$ cat src/rtl/tone_pkg.sv
// tone_pkg: shared states, note width and game-over melody for the tone scheduler
package tone_pkg;
  localparam int NUM_W = 2;
  localparam int MELODY_LEN = 4;
  localparam logic [MELODY_LEN-1:0][NUM_W-1:0] MELODY_NOTES = {2'd0, 2'd1, 2'd2, 2'd3};
  typedef enum logic [2:0] {
    ST_IDLE,
    ST_SIMON_ON,
    ST_PLAYER_ON,
    ST_GAP,
    ST_MELODY,
    ST_DONE
  } state_t;
endpackage

$ cat src/rtl/tone_scheduler_if.sv
// tone_scheduler_if: requester side (master) and scheduler side (slave) of the tone datapath
interface tone_scheduler_if;
  import tone_pkg::*;
  logic simon_req, player_pressed, game_over;
  logic pressed, jingle, simon_ack, simon_done, busy;
  logic [NUM_W-1:0] simon_num, player_num, num;
  modport master (
    output simon_req, simon_num, player_pressed, player_num, game_over,
    input  num, pressed, jingle, simon_ack, simon_done, busy
  );
  modport slave (
    input  simon_req, simon_num, player_pressed, player_num, game_over,
    output num, pressed, jingle, simon_ack, simon_done, busy
  );
endinterface

$ cat src/rtl/tone_timer.sv
// tone_timer: loadable down-counter that parks at zero instead of wrapping
module tone_timer #(
  parameter int W = 8
) (
  input  logic         clk,
  input  logic         rst,
  input  logic         load,
  input  logic [W-1:0] value,
  output logic         zero
);
  logic [W-1:0] cnt;
  always_ff @(posedge clk)
    cnt <= rst ? '0 : load ? value : cnt - W'(cnt != '0);
  assign zero = cnt == '0;
endmodule

$ cat src/rtl/tone_scheduler.sv
// tone_scheduler: arbitrates Simon, player and game-over jingle onto the shared tone/LED path
module tone_scheduler
  import tone_pkg::*;
#(
  parameter int MIN_ON   = 12_500_000,
  parameter int GAP      = 2_500_000,
  parameter int NOTE_LEN = 6_250_000
) (
  input logic clk,
  input logic reset,
  tone_scheduler_if.slave bus
);
  localparam int MAX_T = MIN_ON > GAP ? (MIN_ON > NOTE_LEN ? MIN_ON : NOTE_LEN)
                                      : (GAP > NOTE_LEN ? GAP : NOTE_LEN);
  localparam int TW = $clog2(MAX_T + 1);
  localparam int IW = $clog2(MELODY_LEN);
  state_t state, nxt, grant;
  logic [TW-1:0] load_val;
  logic load, zero, adv, fresh, from_simon;
  logic [NUM_W-1:0] note, num_d;
  logic [IW-1:0] idx;
  logic pressed_d, jingle_d, ack_d, done_d, busy_d;
  tone_timer #(.W(TW)) u_timer (
    .clk  (clk),
    .rst  (reset),
    .load (load),
    .value(load_val),
    .zero (zero)
  );
  always_ff @(posedge clk) begin
    if (reset) begin
      state          <= ST_IDLE;
      fresh          <= 1'b0;
      note           <= '0;
      from_simon     <= 1'b0;
      idx            <= '0;
      bus.num        <= '0;
      bus.pressed    <= 1'b0;
      bus.jingle     <= 1'b0;
      bus.simon_ack  <= 1'b0;
      bus.simon_done <= 1'b0;
      bus.busy       <= 1'b0;
    end else begin
      state <= nxt;
      fresh <= nxt != state;
      if (nxt == ST_SIMON_ON && state != ST_SIMON_ON) begin
        note       <= bus.simon_num;
        from_simon <= 1'b1;
      end else if (nxt == ST_PLAYER_ON && state != ST_PLAYER_ON) begin
        note       <= bus.player_num;
        from_simon <= 1'b0;
      end
      idx            <= nxt != ST_MELODY ? '0 : idx + IW'(adv);
      bus.num        <= num_d;
      bus.pressed    <= pressed_d;
      bus.jingle     <= jingle_d;
      bus.simon_ack  <= ack_d;
      bus.simon_done <= done_d;
      bus.busy       <= busy_d;
    end
  end
  // GAP exit arbitrates like IDLE so a held press follows simon_done without a dead cycle
  always_comb begin
    grant = bus.simon_req ? ST_SIMON_ON : bus.player_pressed ? ST_PLAYER_ON : ST_IDLE;
    nxt   = state;
    adv   = 1'b0;
    case (state)
      ST_IDLE:      nxt = grant;
      ST_SIMON_ON:  nxt = zero ? ST_GAP : state;
      ST_PLAYER_ON: nxt = zero && !bus.player_pressed ? ST_GAP : state;
      ST_GAP:       nxt = zero ? grant : state;
      ST_MELODY: begin
        nxt = zero && idx == IW'(MELODY_LEN - 1) ? ST_DONE : state;
        adv = zero && idx != IW'(MELODY_LEN - 1);
      end
      default:      nxt = state;
    endcase
    if (bus.game_over && state != ST_DONE && state != ST_MELODY) nxt = ST_MELODY;
    load     = nxt != state || adv;
    load_val = (nxt == ST_SIMON_ON || nxt == ST_PLAYER_ON) ? TW'(MIN_ON - 1)
             : nxt == ST_GAP ? TW'(GAP - 1)
             : nxt == ST_MELODY ? TW'(NOTE_LEN - 1) : '0;
  end
  always_comb begin
    pressed_d = state inside {ST_SIMON_ON, ST_PLAYER_ON, ST_MELODY};
    jingle_d  = state == ST_MELODY;
    num_d     = jingle_d ? MELODY_NOTES[idx] : pressed_d ? note : '0;
    ack_d     = state == ST_SIMON_ON && fresh;
    done_d    = state == ST_GAP && zero && from_simon && !bus.game_over;
    busy_d    = !(state inside {ST_IDLE, ST_DONE});
  end
endmodule

$ cat src/flat_wrapper.sv
// flat-port wrapper written by rule: the top's interface ports become plain ports
module tone_scheduler_flat import tone_pkg::*;
#(
  parameter int MIN_ON   = 12_500_000,
  parameter int GAP      = 2_500_000,
  parameter int NOTE_LEN = 6_250_000
)
  (clk, reset, bus_simon_req, bus_simon_num, bus_player_pressed, bus_player_num, bus_game_over, bus_num, bus_pressed, bus_jingle, bus_simon_ack, bus_simon_done, bus_busy);
  tone_scheduler_if bus_i ();
  input logic clk;
  input logic reset;
  input wire logic [$bits(bus_i.simon_req)-1:0] bus_simon_req;
  input wire logic [$bits(bus_i.simon_num)-1:0] bus_simon_num;
  input wire logic [$bits(bus_i.player_pressed)-1:0] bus_player_pressed;
  input wire logic [$bits(bus_i.player_num)-1:0] bus_player_num;
  input wire logic [$bits(bus_i.game_over)-1:0] bus_game_over;
  output wire logic [$bits(bus_i.num)-1:0] bus_num;
  output wire logic [$bits(bus_i.pressed)-1:0] bus_pressed;
  output wire logic [$bits(bus_i.jingle)-1:0] bus_jingle;
  output wire logic [$bits(bus_i.simon_ack)-1:0] bus_simon_ack;
  output wire logic [$bits(bus_i.simon_done)-1:0] bus_simon_done;
  output wire logic [$bits(bus_i.busy)-1:0] bus_busy;
  assign bus_i.simon_req = bus_simon_req;
  assign bus_i.simon_num = bus_simon_num;
  assign bus_i.player_pressed = bus_player_pressed;
  assign bus_i.player_num = bus_player_num;
  assign bus_i.game_over = bus_game_over;
  assign bus_num = bus_i.num;
  assign bus_pressed = bus_i.pressed;
  assign bus_jingle = bus_i.jingle;
  assign bus_simon_ack = bus_i.simon_ack;
  assign bus_simon_done = bus_i.simon_done;
  assign bus_busy = bus_i.busy;
  tone_scheduler #(.MIN_ON(MIN_ON), .GAP(GAP), .NOTE_LEN(NOTE_LEN)) u_core (.clk(clk), .reset(reset), .bus(bus_i));
endmodule
$ cat config.mk
export PLATFORM = sky130hd
export DESIGN_NAME = tone_scheduler_flat
export DESIGN_NICKNAME = d
export VERILOG_FILES = /design/src/rtl/tone_pkg.sv /design/src/rtl/tone_scheduler_if.sv /design/src/rtl/tone_timer.sv /design/src/rtl/tone_scheduler.sv /design/src/flat_wrapper.sv
export SDC_FILE = /design/constraint.sdc
export NUM_CORES = 1
export LEC_CHECK = 0
export CAP_MARGIN = 20
export CORE_AREA = 2 2 81 83
export CTS_CLUSTER_DIAMETER = 40
export DETAILED_ROUTE_END_ITERATION = 16
export DIE_AREA = 0 0 83 85
export PLACE_DENSITY = 0.58
export SYNTH_ARGS = -nofsm -noshare
export SYNTH_HDL_FRONTEND = slang
export SYNTH_SLANG_ARGS = --single-unit
$ cat constraint.sdc
create_clock -name clk -period 3.1 [get_ports clk]
set_input_delay 0.31 -clock clk [delete_from_list [all_inputs] [get_ports clk]]
set_output_delay 0.31 -clock clk [all_outputs]
set_load 0.01 [all_outputs]
==> flow_summary.yaml <==
hold_path:
  min_path_type: "reg2reg"
  hold-path-cell-count: 2
global_route:
  grt.overflow.total: 0
  antenna_found_initial: 0
  grt_pass1_vias: 1734
  track_usage_pct: 14.49
  grt_pass1_wl_um: 8349
  grt_max_degree: 14
synth:
  netlist.area_leader.share_pct: 38.32
  synth_area_leaders: "dfxtp_1, xnor2_1, nor2_1"
  ys_seq_elements: 40
  async_reset_ff_share_pct: 0
  syn_nets: 256
  synthCells: 245
  synth-edff-count: 0
  syn_avg_cell_area_um2: 8.529
  ys_seq_area_share_pct: 38.32
  yosysUniqueCellTypes: 51
  netlist_area_um2: 2090
  yosys.area.top_type: "dfxtp_1"
  synth_flop_cell: "dfxtp_1"
  yosysWarnings: 0
detailed_routing:
  first_pass_iters: 4
  ant_nets: 0
  drc: 0
  drt_iter0_drc: 60
  vias: 1808
  routed_wl_um: 4861
  wire_per_inst_um: 14.13
  avgViaCountPerCell: 5.256
setup_path:
  critical_path_class: "reg2reg"
  cp.arrival_ns: 2.94
  worstPathMaxFanout: 8
  startpoint_type: "flip-flop"
  r2r_slack_ns: 0.33
  end_kind: "flip-flop"
  crit_required_ns: 3.27
  r2r_cells: 7
sta:
  tightest_slew_ns: 0.6058
  rsz0062_at_grt: "false"
  period_needed_ns: 2.771
  max_slew_margin_pct: 59.37
  whs_ns: 0.4392
  hold_viol: 0
  setup-violations-final: 0
  max_clock_freq_ghz: 0.3609
  skew_ns: 0.009188
  tns_ns: 0
  slew_violations: 0
  period_share_pct: 89.39
placement:
  place.gp.congestion: 0.8536
  portBuffers: 15
  dpl.hpwl_um: 3551
floorplan:
  core.rowCount: 29
  dieHeight_um: 85
  dieArea_um2: 7055
  io_pins: 16
  dieWidth_um: 83
  core_um2: 6205
  initial_core_util_pct: 33.68
clocking:
  path_clk_slew_ns: 0.08
  hold_buffers: 0
  cts_root_buffer: "clkbuf_8"
  clockBufferDepth: 2
  clk_latency_ns: 0.29
  cts_sinks: 40
  htreeDepth: 2
  numCtsBuffers: 5
  cts_tree: "built"
layout:
  syn2layout_area_growth_pct: 17.55
  drive_above_1_share_pct: 11.99
  diodes: 0
  n_fill_cell: 632
  final_nets: 277
pwr:
  vdd_ir_drop_max_mv: 0.2252
  leakagePower_nw: 0.8931
  cellPowerDensity_nw_per_um2: 621.3
flow_run:
  drv_cap: 0
status:
  run_status: "complete, no violations"
==> registers in the layout (all words and copies together) (netlist names) <==
signal / cells
u_core.bus.busy: 1
u_core.bus.jingle: 1
u_core.bus.num: 2
u_core.bus.pressed: 1
u_core.bus.simon_ack: 1
u_core.bus.simon_done: 1
u_core.fresh: 1
u_core.from_simon: 1
u_core.idx: 2
u_core.note: 2
u_core.state: 3
u_core.u_timer.cnt: 24
==> layout by cell type, fill, tap and decap left out, drive strengths merged, types with 3 or more instances in the layout <==
cell type | synthesis | routed
dfxtp | 40 | 40
nor2 | 27 | 27
nand2 | 20 | 20
a21oi | 19 | 19
o21ai | 16 | 16
clkdlybuf4s50 | 0 | 15
xnor2 | 15 | 15
nor3 | 12 | 12
nor4 | 12 | 12
buf | 4 | 9
xor2 | 8 | 8
inv | 7 | 7
clkbuf | 6 | 6
or3 | 5 | 5
o31ai | 4 | 4
o211ai | 4 | 4
nor3b | 4 | 4
a21o | 4 | 4
nand3 | 4 | 4
nor2b | 3 | 3
a311oi | 3 | 3
a211oi | 3 | 3
==> final cells by class <==
type | instances | area (um2) | area share [%]
multi-input cells | 188 | 1210 | 49.26
flip-flops and latches | 40 | 800.8 | 32.60
repair buffers | 24 | 230.2 | 9.373
well taps | 77 | 96.34 | 3.923
clock buffers | 6 | 82.58 | 3.362
inverters | 7 | 26.28 | 1.070
clock inverters | 2 | 10.01 | 0.4075
==> report_power, final <==
part / leakage [nW] / switching, W / internal (W)
registers: 0.329 / 0.0000811 / 0.000584
logic: 0.513 / 0.000272 / 0.000227
clock network: 0.0510 / 0.000184 / 0.000178
total: 0.893 / 0.000537 / 0.000989
==> path summary, 6_finish.rpt <==
kind | start | end
setup / recovery | u_core.u_timer.cnt[2]$_SDFF_PP0_ | u_core.u_timer.cnt[19]$_SDFF_PP0_
hold / removal | u_core.from_simon$_SDFFE_PP0P_ | u_core.bus.simon_done$_SDFF_PP0_
setup reg to reg | u_core.u_timer.cnt[2]$_SDFF_PP0_ | u_core.u_timer.cnt[19]$_SDFF_PP0_
hold reg to reg | u_core.from_simon$_SDFFE_PP0P_ | u_core.bus.simon_done$_SDFF_PP0_
==> per-stage QoR <==
stage	instance area, um2	cells	power, W	setup WS [ns]	utilization (%)
after CTS	2450	344	0.001541	0.2376	39.48
after global placement	2357	336	0.001170	0.2295	37.99
after global routing	2456	344	0.001632	0.1291	39.58
after detailed placement	2357	336	0.001168	0.2367	37.99
final	2456	344	0.001526	0.3290	39.58
after floorplan	2090	245	0.001046	0.5191	-
==> Yosys cell counts, drive strengths merged, types with 5 or more instances <==
cell	instances
dfxtp	40
nor2	27
nand2	20
a21oi	19
o21ai	16
xnor2	15
nor3	12
nor4	12
xor2	8
inv	7
clkbuf	6
or3	5
==> metal layers <==
metal / up-vias / share of wire (%) / routed length [um] / track usage [%]
li1: 929 / - / - / -
met1: 846 / 47 / 2304 / 18.86
met2: 29 / 48 / 2347 / 24.34
met3: 4 / 3.3 / 160 / 2.918
met4: 0 / 0.99 / 48 / 4.471
met5: - / 0 / 0 / 0
==> worst max-delay path, stage by stage, from the launching register on <==
cell and delay [ns]:
dfxtp_1 0.35, nor4_1 0.43, nand4_2 0.26, or2_0 0.44, a211oi_2 0.39, xnor2_2 0.18, and3_4 0.23, or3_1 0.38
==> logic make-up after synthesis <==
family                     after synthesis  share of synthesized area [%]
AOI/OAI and AO/OA                       61                          19.34
and+or+nand+nor                        100                          26.11
muxes                                    2                         0.9581
adders and majority gates                2                          1.197
DFF                                     40                          38.32
xor gates and xnor gates                23                          10.00
buffers and inverters                   17                          4.072
==> repair_timing <==
item                                    in CTS  in global routing
setup buffers                                0                  0
resized for setup                            0                  1
endpoints found under the setup margin       0                  1
Note: power is estimated with default switching activity, not from simulation.
